===== config.mk =====
export PLATFORM = sky130hd
export DESIGN_NAME = mxv_batch_scheduler_flat
export DESIGN_NICKNAME = d
export VERILOG_FILES = /design/src/rtl/mxv_pkg.sv /design/src/rtl/mxv_batch_scheduler_if.sv /design/src/rtl/mxv_done_collector.sv /design/src/rtl/mxv_batch_scheduler.sv /design/src/flat_wrapper.sv
export SDC_FILE = /design/constraint.sdc
export NUM_CORES = 1
export LEC_CHECK = 0
export CORE_MARGIN = 3
export CORE_UTILIZATION = 30
export DETAILED_ROUTE_END_ITERATION = 10
export PLACE_DENSITY = 0.61
export SETUP_SLACK_MARGIN = 0.15
export SLEW_MARGIN = 20
export SYNTH_ARGS = -nofsm -noshare
export SYNTH_HDL_FRONTEND = slang
export SYNTH_SLANG_ARGS = --single-unit

===== constraint.sdc =====
create_clock -name clk -period 4.7 [get_ports clk]
set_clock_uncertainty 0.15 [all_clocks]
set_input_delay 0.47 -clock clk [delete_from_list [all_inputs] [get_ports clk]]
set_output_delay 0.47 -clock clk [all_outputs]
set_load 0.02 [all_outputs]

===== src/rtl/mxv_pkg.sv =====
`default_nettype none
// +----------------------------------------------------------------------+
// | mxv_pkg : shared constants, FSM state codes and batch helpers for    |
// |           the matrix-by-vector batch scheduler.                      |
// | Revision : 1.0                                                       |
// +----------------------------------------------------------------------+
package mxv_pkg;

   localparam int CNT_W = 32;
   localparam int ST_W  = 3;

   localparam logic [ST_W-1:0] ST_IDLE     = 3'd0;
   localparam logic [ST_W-1:0] ST_FETCH    = 3'd1;
   localparam logic [ST_W-1:0] ST_WAIT_RDY = 3'd2;
   localparam logic [ST_W-1:0] ST_LAUNCH   = 3'd3;
   localparam logic [ST_W-1:0] ST_COLLECT  = 3'd4;
   localparam logic [ST_W-1:0] ST_DRAIN    = 3'd5;
   localparam logic [ST_W-1:0] ST_DONE     = 3'd6;

   // One extra bit so the rounding add cannot wrap for very large jobs.
   function automatic logic [CNT_W:0] batch_count(input logic [CNT_W-1:0] rows,
                                                  input int lanes_log2);
      logic [CNT_W:0] sum;
      sum = {1'b0, rows} + (((CNT_W+1)'(1) << lanes_log2) - (CNT_W+1)'(1));
      return sum >> lanes_log2;
   endfunction

   function automatic logic [4:0] batch_rem(input logic [4:0] rows_lsb,
                                            input int lanes_log2);
      return rows_lsb & ((5'd1 << lanes_log2) - 5'd1);
   endfunction

endpackage
`default_nettype wire


===== src/rtl/mxv_batch_scheduler_if.sv =====
`default_nettype none
// +----------------------------------------------------------------------+
// | mxv_batch_scheduler_if : job, operand-fetch, lane and result         |
// |                          handshakes of the batch scheduler.          |
// | Revision : 1.0                                                       |
// +----------------------------------------------------------------------+
interface mxv_batch_scheduler_if #(
   parameter int LANES = 4
);
   logic                      start;
   logic [mxv_pkg::CNT_W-1:0] total_rows;
   logic                      mem_rd_req;
   logic [mxv_pkg::CNT_W-1:0] mem_rd_batch;
   logic                      mem_rd_valid;
   logic [LANES-1:0]          lane_ready;
   logic [LANES-1:0]          lane_start;
   logic [LANES-1:0]          lane_done;
   logic                      res_valid;
   logic                      res_accept;
   logic [LANES-1:0]          res_mask;
   logic                      busy;
   logic                      finish;

   modport master (
      input  start, total_rows, mem_rd_valid, lane_ready, lane_done, res_accept,
      output mem_rd_req, mem_rd_batch, lane_start, res_valid, res_mask, busy, finish
   );

   modport slave (
      output start, total_rows, mem_rd_valid, lane_ready, lane_done, res_accept,
      input  mem_rd_req, mem_rd_batch, lane_start, res_valid, res_mask, busy, finish
   );
endinterface
`default_nettype wire


===== src/rtl/mxv_done_collector.sv =====
`default_nettype none
// +----------------------------------------------------------------------+
// | mxv_done_collector : sticky per-lane done accumulator with mask.     |
// | Revision : 1.0                                                       |
// +----------------------------------------------------------------------+
module mxv_done_collector #(
   parameter int LANES = 4
) (
   input  logic             clk,
   input  logic             reset,
   input  logic             clear,
   input  logic             enable,
   input  logic [LANES-1:0] mask,
   input  logic [LANES-1:0] lane_done,
   output logic             all_done
);
   logic [LANES-1:0] r_sticky;

   always_ff @(posedge clk) begin
      if (reset || clear)
         r_sticky <= '0;
      else if (enable)
         r_sticky <= r_sticky | (lane_done & mask);
   end

   // The pulse that completes the set counts in the same cycle.
   assign all_done = &(r_sticky | (lane_done & mask) | ~mask);
endmodule
`default_nettype wire


===== src/rtl/mxv_batch_scheduler.sv =====
`default_nettype none
// +----------------------------------------------------------------------+
// | mxv_batch_scheduler : fetch / launch / collect / drain sequencer for |
// |                       the matrix-by-vector lanes, one batch at once. |
// | Revision : 1.0                                                       |
// +----------------------------------------------------------------------+
module mxv_batch_scheduler
   import mxv_pkg::*;
#(
   parameter int LANES      = 4,
   parameter int LANES_LOG2 = 2
) (
   input  logic                  clk,
   input  logic                  reset,
   mxv_batch_scheduler_if.master bus
);
   logic [ST_W-1:0]  r_state;
   logic [CNT_W-1:0] r_batch;
   logic [CNT_W:0]   r_nb;
   logic [4:0]       r_rem;
   logic [LANES-1:0] r_mask;
   logic             r_req;

   logic [CNT_W:0]   w_nb_in;
   logic [4:0]       w_rem_in;
   logic [CNT_W-1:0] w_batch_inc;
   logic             w_is_last;
   logic             w_busy;
   logic             w_all_done;
   logic             w_clear;

   function automatic logic [LANES-1:0] lane_mask(input logic [CNT_W:0]   nb,
                                                  input logic [CNT_W-1:0] batch,
                                                  input logic [4:0]       rem);
      logic [LANES-1:0] m;
      m = '1;
      if ((({1'b0, batch} + (CNT_W+1)'(1)) == nb) && (rem != 5'd0))
         m = m >> (LANES - int'(rem));
      return m;
   endfunction

   assign w_nb_in     = batch_count(bus.total_rows, LANES_LOG2);
   assign w_rem_in    = batch_rem(bus.total_rows[4:0], LANES_LOG2);
   assign w_batch_inc = r_batch + CNT_W'(1);
   assign w_is_last   = ({1'b0, r_batch} + (CNT_W+1)'(1)) == r_nb;
   assign w_busy      = (r_state != ST_IDLE) && (r_state != ST_DONE);
   assign w_clear     = (r_state == ST_LAUNCH) || !w_busy;

   always_ff @(posedge clk) begin
      if (reset) begin
         r_state <= ST_IDLE;
         r_batch <= '0;
         r_nb    <= '0;
         r_rem   <= '0;
         r_mask  <= '0;
         r_req   <= 1'b0;
      end else if ((r_state != ST_IDLE) && !bus.start) begin
         // Abort, and also the normal DONE -> IDLE exit.
         r_state <= ST_IDLE;
         r_batch <= '0;
         r_mask  <= '0;
         r_req   <= 1'b0;
      end else begin
         r_req <= 1'b0;
         case (r_state)
            ST_IDLE: begin
               if (bus.start) begin
                  r_nb    <= w_nb_in;
                  r_rem   <= w_rem_in;
                  r_batch <= '0;
                  if (bus.total_rows == '0) begin
                     r_state <= ST_DONE;
                  end else begin
                     r_state <= ST_FETCH;
                     r_req   <= 1'b1;
                     r_mask  <= lane_mask(w_nb_in, '0, w_rem_in);
                  end
               end
            end
            ST_FETCH: begin
               if (bus.mem_rd_valid)
                  r_state <= ST_WAIT_RDY;
            end
            ST_WAIT_RDY: begin
               if (&(bus.lane_ready | ~r_mask))
                  r_state <= ST_LAUNCH;
            end
            ST_LAUNCH: begin
               r_state <= ST_COLLECT;
            end
            ST_COLLECT: begin
               if (w_all_done)
                  r_state <= ST_DRAIN;
            end
            ST_DRAIN: begin
               if (bus.res_accept) begin
                  r_batch <= w_batch_inc;
                  if (w_is_last) begin
                     r_state <= ST_DONE;
                     r_mask  <= '0;
                  end else begin
                     r_state <= ST_FETCH;
                     r_req   <= 1'b1;
                     r_mask  <= lane_mask(r_nb, w_batch_inc, r_rem);
                  end
               end
            end
            ST_DONE: begin
               r_state <= ST_DONE;
            end
            default: begin
               r_state <= ST_IDLE;
            end
         endcase
      end
   end

   mxv_done_collector #(
      .LANES (LANES)
   ) u_collector (
      .clk       (clk),
      .reset     (reset),
      .clear     (w_clear),
      .enable    (r_state == ST_COLLECT),
      .mask      (r_mask),
      .lane_done (bus.lane_done),
      .all_done  (w_all_done)
   );

   assign bus.mem_rd_req   = r_req;
   assign bus.mem_rd_batch = (r_state == ST_FETCH) ? r_batch : '0;
   assign bus.lane_start   = (r_state == ST_LAUNCH) ? r_mask : '0;
   assign bus.res_valid    = (r_state == ST_DRAIN);
   assign bus.res_mask     = r_mask;
   assign bus.busy         = w_busy;
   assign bus.finish       = (r_state == ST_DONE);
endmodule
`default_nettype wire


===== src/flat_wrapper.sv =====
// flat-port wrapper written by rule: the top's interface ports become plain ports
module mxv_batch_scheduler_flat import mxv_pkg::*;
#(
   parameter int LANES      = 4,
   parameter int LANES_LOG2 = 2
)
  (clk, reset, bus_start, bus_total_rows, bus_mem_rd_valid, bus_lane_ready, bus_lane_done, bus_res_accept, bus_mem_rd_req, bus_mem_rd_batch, bus_lane_start, bus_res_valid, bus_res_mask, bus_busy, bus_finish);
  mxv_batch_scheduler_if #(.LANES(LANES)) bus_i ();
  input  logic clk;
  input  logic reset;
  input wire logic [$bits(bus_i.start)-1:0] bus_start;
  input wire logic [$bits(bus_i.total_rows)-1:0] bus_total_rows;
  input wire logic [$bits(bus_i.mem_rd_valid)-1:0] bus_mem_rd_valid;
  input wire logic [$bits(bus_i.lane_ready)-1:0] bus_lane_ready;
  input wire logic [$bits(bus_i.lane_done)-1:0] bus_lane_done;
  input wire logic [$bits(bus_i.res_accept)-1:0] bus_res_accept;
  output wire logic [$bits(bus_i.mem_rd_req)-1:0] bus_mem_rd_req;
  output wire logic [$bits(bus_i.mem_rd_batch)-1:0] bus_mem_rd_batch;
  output wire logic [$bits(bus_i.lane_start)-1:0] bus_lane_start;
  output wire logic [$bits(bus_i.res_valid)-1:0] bus_res_valid;
  output wire logic [$bits(bus_i.res_mask)-1:0] bus_res_mask;
  output wire logic [$bits(bus_i.busy)-1:0] bus_busy;
  output wire logic [$bits(bus_i.finish)-1:0] bus_finish;
  assign bus_i.start = bus_start;
  assign bus_i.total_rows = bus_total_rows;
  assign bus_i.mem_rd_valid = bus_mem_rd_valid;
  assign bus_i.lane_ready = bus_lane_ready;
  assign bus_i.lane_done = bus_lane_done;
  assign bus_i.res_accept = bus_res_accept;
  assign bus_mem_rd_req = bus_i.mem_rd_req;
  assign bus_mem_rd_batch = bus_i.mem_rd_batch;
  assign bus_lane_start = bus_i.lane_start;
  assign bus_res_valid = bus_i.res_valid;
  assign bus_res_mask = bus_i.res_mask;
  assign bus_busy = bus_i.busy;
  assign bus_finish = bus_i.finish;
  mxv_batch_scheduler #(.LANES(LANES), .LANES_LOG2(LANES_LOG2)) u_core (.clk(clk), .reset(reset), .bus(bus_i));
endmodule

# After elaboration in Yosys (flattened, before gate mapping)
# Index checks and enable logic that the tools add are counted.
# totals
latchBits	0
mem_bits_rw	0
register_bits	77
memories	0
in_bits	45
rom_bits	0
# classes
n_reduce_logical	21
shift	2
n_mul	0
add_sub_neg	6
bitwise_logic	6
div	0
n_eq_ne	16
mux	25
order_cmp	0
# ops
cell	count
2-to-1 mux 32 bit	3
adder 32 x 1 -> 33 bit (second input constant)	2
equality test 33 x 31 -> 1 bit	2
case mux 32 bit (2 select lines)	1
right shift 4 x 32 -> 4 bit (first input constant)	2
adder 32 x 2 -> 33 bit (second input constant)	1
adder 32 x 1 -> 32 bit (second input constant)	1
zero test 32 bit	1
equality test 1 x 31 -> 1 bit (first input constant)	1
2-to-1 mux 4 bit	7
2-to-1 mux 3 bit	7
case mux 3 bit (7 select lines)	1
OR 4 bit	3
AND reduction 4 bit	3
nonzero test 5 bit	2
equality test 3 bit (second input constant)	3
inequality test 2 bit (second input constant)	4
case mux 4 bit (2 select lines)	1
subtractor 3 x 2 -> 4 bit (first input constant)	2
equality test 3 x 2 -> 1 bit (second input constant)	2
AND reduction 3 bit	2
AND reduction 5 bit	1
AND 4 bit	1
logical AND 1 bit	4
13 further kinds	19

# Logic depth before layout (Yosys ltp)
# Gate-level depths: netlist (run 1).
# logic_depth
ltp_word	8
mapped_depth	17
depth_no_buf	13

# Hierarchy
# A second synthesis (run 1) with hierarchy kept.
# hier_totals
cells_unflattened	928
hier_area_um2	6745.2
# by_module_without_submodules
module	instances	cells_per_inst	area_each_um2
mxv_batch_scheduler	1	910	6580.1
mxv_done_collector	1	18	165.2

# Worst setup path before layout (run 1)
# No wires, ideal clock.
# synth_timing
path_type	register to register
start	reg u_core.r_batch[0]
end	reg u_core.r_mask[1] (netlist: u_core.bus.res_mask[1])
required_time_ns	4.429
arrival_ns	4.288
n_path_buf	4
setup_time_ns	0.121
setup_slack_ns	0.141
path_stages_with_launch	18
cell_sequence	dfxtp_1 clkbuf_1 clkbuf_1 inv_1 ha_1 or3b_2 a211oi_1 o32ai_1 or3_1 clkbuf_1 or3_1 clkbuf_1 o21bai_1 nand3_1 or4b_1 or3_1 o31ai_2 a21oi_1
# synth_via
elab_chain_cells	8
elab_cells_between_ends	10
# synth_lines
item	line	source
start, declared	mxv_batch_scheduler.sv:18	logic [CNT_W-1:0] r_batch;
start signal, assigned	mxv_batch_scheduler.sv:97	r_batch <= w_batch_inc;
adder 32 x 1 -> 32 bit	mxv_batch_scheduler.sv:44	assign w_batch_inc = r_batch + CNT_W'(1);
adder 32 x 1 -> 33 bit	mxv_batch_scheduler.sv:37	if ((({1'b0, batch} + (CNT_W+1)'(1)) == nb) && (rem != 5'd0))
equality test 33 x 31 -> 1 bit	mxv_batch_scheduler.sv:37	
logical AND 1 bit	mxv_batch_scheduler.sv:37	
2-to-1 mux 4 bit	mxv_batch_scheduler.sv:37	
2-to-1 mux 4 bit (*)	mxv_batch_scheduler.sv:98	if (w_is_last) begin
2-to-1 mux 4 bit (*)	mxv_batch_scheduler.sv:96	if (bus.res_accept) begin
case mux 4 bit (2 select lines) (*)	mxv_batch_scheduler.sv:65	case (r_state)
end signal, assigned	mxv_batch_scheduler.sv:76	r_mask <= lane_mask(w_nb_in, '0, w_rem_in);
end signal, assigned	mxv_batch_scheduler.sv:104	r_mask <= lane_mask(r_nb, w_batch_inc, r_rem);
end, declared	mxv_batch_scheduler.sv:21	logic [LANES-1:0] r_mask;
# Every way passes the cells marked *; elsewhere a longest branch is shown, timed or not. The select of a mux whose other input is x is not followed.
# A chain may end at the register's enable or synchronous reset.

# Worst setup path after layout (run 1)
# layout_timing
start	reg u_core.r_batch[6]
end	reg u_core.r_mask[2] (netlist: u_core.bus.res_mask[2])
# The elaborated chain is that of the path after synthesis.

==> out/results.ini, run 1 <==
[timing]
fmax_mhz=227.2
fin_crit_sh_pct=93.66
fin_crit_ns=4.402
setup_viol_count_final=0
fin_setup_tns_ns=0
hold_violations=0
fin_hold_ws_ns=0.3195
fin_ws_ns=0.2982
worstMarginPinSlew_ns=0.8150
rsz0062_at_grt=true
final_max_slew_viol_count=0
slew_headroom_pct=45.67

[power_and_ir_drop]
power.leakage_nw=2.913
finalPower_mw=2.748
p_int_mw=1.673
seq_power_share_pct=34.2
ir_worst_vdd_mv=0.1645
switching_share_pct=39.13
power_density_nw_per_um2=310.9
comb_power_share_pct=38.3
p_switching_mw=1.075
p_clk_share_pct=27.6

[yosys]
yosysMostFrequentCell=nor2_1
synthFlopType=dfxtp_1
synth-seq-cells=77
synth_area_leader_cell=dfxtp_1
synthTopCellsByCount=nor2_1 (131), dfxtp_1 (77), nand2_1 (74)
synthDistinctLibCells=76
synth-edff-count=0
syn_avg_cell_area_um2=7.131
postSynth.asyncResetShare_pct=0
netlist.area_leader.share_pct=21.60
syn-num-nets=1048
ys.warnings.count=0
ys_seq_area_share_pct=21.60
yosys-top-cells-area=dfxtp_1 (22%), xnor2_1 (7.1%), nor2_1 (6.9%), xor2_1 (4.2%), nand2_1 (3.9%)
netlist_area_um2=7138
synthCells=1001

[setup_path]
slowest_delay_ns=0.58
slowest_stage=or4_4
r2r-start=u_core.r_batch[6]
cp_top_family=simple AND/OR/NAND/NOR gates
crit_fanout=10
critPathArrivalTime_ns=4.49
end_kind=flop
critPathLaunchType=flop
worst_path_most_repeated_cell=buf_4
cp_cell_sequence=nand3_4 > buf_4 > nor4_4 > xnor2_1 > or4b_1 > or4_4 > o31ai_1 > nand3_1 > a2111oi_0 > buf_4 > nand4_1 > nor4_1 > nor2_1
path_buf_inv=2
worstSetupPathType=flop to flop
crit_path_start=u_core.r_batch[6]
required_ns=4.78

[finish]
multiInputGateArea_um2=5239
antenna_cells=0
final_cells=1395
synthToLayoutAreaGrowth_pct=23.84
fin_nets=1124
design_area_um2=8840
regArea_um2=1543
final_util_pct=38.46
nFillCells=2445
drive_gt1_share_pct=8.688

[die]
die_area_um2=25680
io_pins=89
design.core.area_um2=22980
initial_core_util_pct=31.06
die_w_um=160.3
rows=55
chipHeight_um=160.3

[drt]
postRouteAntennaNets=0
wl_mm=24.64
wl_met3_mm=1.656
wire_per_inst_um=17.67
dr.first_iter.drc_count=603
num_vias=7804
drc=0
routed.top_layer=met4
drt_first_pass_iters=5
wl_met2_mm=10.83
wl_met1_mm=11.66
vias_per_cell=5.594

[grt]
grt_overflow=0
grt_pass1_wl_mm=39.39
grt.total_usage_pct=18.91
antenna_found_initial=0
grt_max_degree=62
grt_pass1_vias=7018

[clock_network]
clock_path_buffers=2
cts_setup_buffers=0
numCtsBuffers=9
clk_pin_slew_ns=0.06
clock-root-buffer=clkbuf_16
cts_htree_levels=3
cts_sinks=77
clkLatencyLatePin_ns=0.35
cts_tree=built

[run_status]
status=finished clean

[placed_design]
gp_congestion=0.9856
place_ws_ns=0.2974
portBuffers=88
dpl.cell_count=1379
dpl.hpwl_mm=19.16
placed_area_um2=8506

[worst_hold_path]
min_path_type=flop to flop
min_from=u_core.u_collector.r_sticky[3]

[run]
max-cap-violations=0

[tightest hold or removal path, stage by stage (launching register included)]
cell and delay, ns:
dfxtp_1 0.33, a31oi_1 0.04, nor2_1 0.07
[repair_timing]
item                                   CTS  global route
hold buffers                             0             0
endpoints found under the hold margin    0             0
setup endpoints to repair                0             3
gates resized for setup                  0             3
[kinds of logic (layout without fill, tap and decap cells)]
group | count (synthesis) | in the layout | share of synthesized area, %
XOR/XNOR | 98 | 98 | 13.18
buffers and inverters | 96 | 177 | 5.276
flip-flops | 77 | 77 | 21.60
AND/OR/NAND/NOR | 501 | 501 | 37.49
multiplexers | 8 | 8 | 1.157
AO/OA/AOI/OAI | 219 | 219 | 20.95
adder cells (fa/ha/maj) | 2 | 2 | 0.3505
[sequential cells by signal (all words and copies together), names as in the netlist]
register,count
u_core.r_batch,32
u_core.r_nb,31
u_core.bus.res_mask,4
u_core.u_collector.r_sticky,4
u_core.r_state,3
u_core.r_rem,2
u_core.bus.mem_rd_req,1
[power groups by stage]
stage | Combinational, mW | Sequential (mW) | Clock, mW
final | 1.05 | 0.940 | 0.757
after CTS | 1.05 | 0.933 | 0.774
after global placement | 1.05 | 0.947 | 0
after detailed placement | 1.05 | 0.948 | 0
after global routing | 1.17 | 0.954 | 0.802
after floorplan | 0.757 | 0.867 | 0
[routing by layer]
| layer | vias up | track usage, % |
|---|---|---|
| li1 | 3825 | - |
| met3 | 27 | 2.257 |
| met1 | 3651 | 27.78 |
| met5 | - | 0 |
| met4 | 0 | 6.154 |
| met2 | 301 | 28.64 |
[final timing paths]
check,slack [ns],cells after the start,to
setup reg to reg,0.30,13,u_core.bus.res_mask[2]
hold reg to reg,0.32,2,u_core.u_collector.r_sticky[3]
hold / removal,0.32,2,u_core.u_collector.r_sticky[3]
setup / recovery,0.30,13,u_core.bus.res_mask[2]
[layout make-up]
class | instances | share of cell area, %
clock buffer | 9 | 2.548
inverter | 23 | 0.9766
tap | 313 | 4.430
multi-input combinational | 828 | 59.26
timing repair buffer | 138 | 14.21
sequential | 77 | 17.45
clock inverter | 7 | 1.118
[layout by cell type, fill, tap and decap left out, types with 7 or more instances in the layout]
cell type | synthesis | routed
nor2_1 | 131 | 131
o211ai_1 | 10 | 10
clkbuf_16 | 0 | 9
and2_1 | 41 | 41
nor3_1 | 40 | 39
a31oi_1 | 13 | 13
a211oi_1 | 35 | 34
or3_1 | 27 | 27
clkdlybuf4s50_1 | 0 | 88
a21oi_1 | 51 | 51
nand3_1 | 45 | 45
nand3b_1 | 8 | 8
or4_1 | 11 | 11
nand2_1 | 74 | 74
and3_1 | 15 | 15
dfxtp_1 | 77 | 76
nand2b_1 | 7 | 7
o21ai_0 | 38 | 38
nor4_1 | 31 | 31
xor2_1 | 34 | 34
a21o_1 | 8 | 8
buf_4 | 2 | 50
xnor2_1 | 58 | 58
nand4_1 | 26 | 26
inv_1 | 23 | 23
Power figures use the tool's default switching activity.
==> run 2: changes to the inputs <==
Settings changed: CAP_MARGIN from default to 20, DONT_BUFFER_PORTS from default to 1, PLACE_DENSITY 0.61 to 0.56.
==> run 2 against run 1 <==
Effect of this change:
- design area decreased by 11%
- combinational power decreased by 13%
- final cell count shrank 6.7%
- clock-buffer cell count increased by 1
==> out/results.ini, run 2 (synthesis results as in run 1) <==
[run_status]
status=finished clean

[timing]
fin_hold_ws_ns=0.05045
fin_setup_tns_ns=0
fin_crit_ns=4.369
rsz0062_at_grt=false
setup_viol_count_final=0
fmax_mhz=228.9
hold_violations=0
final_max_slew_viol_count=0
slew_headroom_pct=51.11
worstMarginPinSlew_ns=0.7306
fin_crit_sh_pct=92.97
fin_ws_ns=0.3306

[clock_network]
cts_tree=built
cts_hold_buf=0
cts_htree_levels=3
cts_setup_buffers=0
clock-root-buffer=clkbuf_16
numCtsBuffers=9
clkLatencyLatePin_ns=0.34
clock_path_buffers=2
cts_sinks=77
cts_resized=0
clk_pin_slew_ns=0.06

[placed_design]
dpl.cell_count=1286
placed_area_um2=7587
place_ws_ns=0.3425
dpl.hpwl_mm=18.89
portBuffers=0
gp_congestion=0.9745

[grt]
use_met1_pct=26.47
gr-usage-met3_pct=3.217
grt.total_usage_pct=18.06
grt_overflow=0
grt_pass1_wl_mm=37.51
use_met2_pct=26.82
busiest_layer=met2
grt_pass1_vias=6623
antenna_found_initial=0
grt_max_degree=64

[setup_path]
end_kind=flop
cp_top_family=simple AND/OR/NAND/NOR gates
r2r_cells=13
crit_fanout=8
slowest_delay_ns=0.59
r2r-end=u_core.bus.res_mask[1]
cp_cell_sequence=ha_1 > nand3_2 > nor4_2 > xnor2_1 > or4b_1 > buf_4 > nor4_1 > nand4_1 > mux2i_1 > or4b_1 > or3_1 > o31ai_2 > a21oi_1
path_buf_inv=1
critPathArrivalTime_ns=4.45
rrSetupSlack_ns=0.33
slowest_stage=or4b_1
critPathLaunchType=flop
crit_path_start=u_core.r_batch[0]
crit_cells=13
worstSetupPathType=flop to flop
required_ns=4.78
crit_end=u_core.bus.res_mask[1]
r2r-start=u_core.r_batch[0]
worst_path_most_repeated_cell=or4b_1

[drt]
vias_per_cell=5.704
dr.first_iter.drc_count=614
postRouteAntennaNets=0
num_vias=7426
wl_mm=24.19
drc=0
wire_per_inst_um=18.58
drt_first_pass_iters=6

[finish]
drive_gt1_share_pct=9.100
antenna_cells=0
design_area_um2=7905
final_util_pct=34.39
largestRegisters=u_core.r_batch x32, u_core.r_nb x31
layout_commonest_cell=nor2_1
mostFrequentLayoutCells=nor2_1 (131), dfxtp_1 (76), nand2_1 (74)
largest_register_ffs=32
fin_nets=1031
synthToLayoutAreaGrowth_pct=10.74
final_cells=1302
largest-register=u_core.r_batch

[die]
rows=55
design.core.area_um2=22980
die_area_um2=25680
die_w_um=160.3
io_pins=89
initial_core_util_pct=31.06
chipHeight_um=160.3

[power_and_ir_drop]
ir_worst_vdd_mv=0.1580
power_density_nw_per_um2=326.5
finalPower_mw=2.581
power.leakage_nw=2.567

[run]
max-cap-violations=0

[worst_hold_path]
min_path_type=primary input to flop

## run 2: metal layers
metal | wire (µm) | up-vias
li1 | - | 3640
met1 | 11620 | 3446
met2 | 10320 | 310
met3 | 1735 | 30
met4 | 514 | 0
met5 | 0 | -
## run 2: how the worst min path moves through the flow
stage | start | to | cells after the start | slack, ns
after global placement | u_core.u_collector.r_sticky[3] | u_core.u_collector.r_sticky[3] | 2 | 0.30
after global routing | reset | u_core.r_nb[25] | 1 | 0.04
after floorplan | u_core.u_collector.r_sticky[3] | u_core.u_collector.r_sticky[3] | 2 | 0.28
after CTS | reset | u_core.r_nb[25] | 1 | 0.04
after detailed placement | u_core.u_collector.r_sticky[3] | u_core.u_collector.r_sticky[3] | 2 | 0.31
final | reset | u_core.r_nb[25] | 1 | 0.05
## run 2: cell type report
type / instances / area, µm²
Multi-Input combinational cell: 828 / 5245
Sequential cell: 77 / 1543
Fill cell: 2540 / 15080
Timing Repair Buffer: 45 / 337.8
Tap cell: 313 / 391.6
Clock inverter: 6 / 62.56
Inverter: 23 / 86.33
Clock buffer: 10 / 239.0
## run 2: power breakdown
part           leakage [nW]  internal [mW]  switching [mW]
logic                  1.80          0.371           0.544
registers             0.629          0.759           0.197
clock network         0.140          0.424           0.287
total                  2.57           1.55            1.03
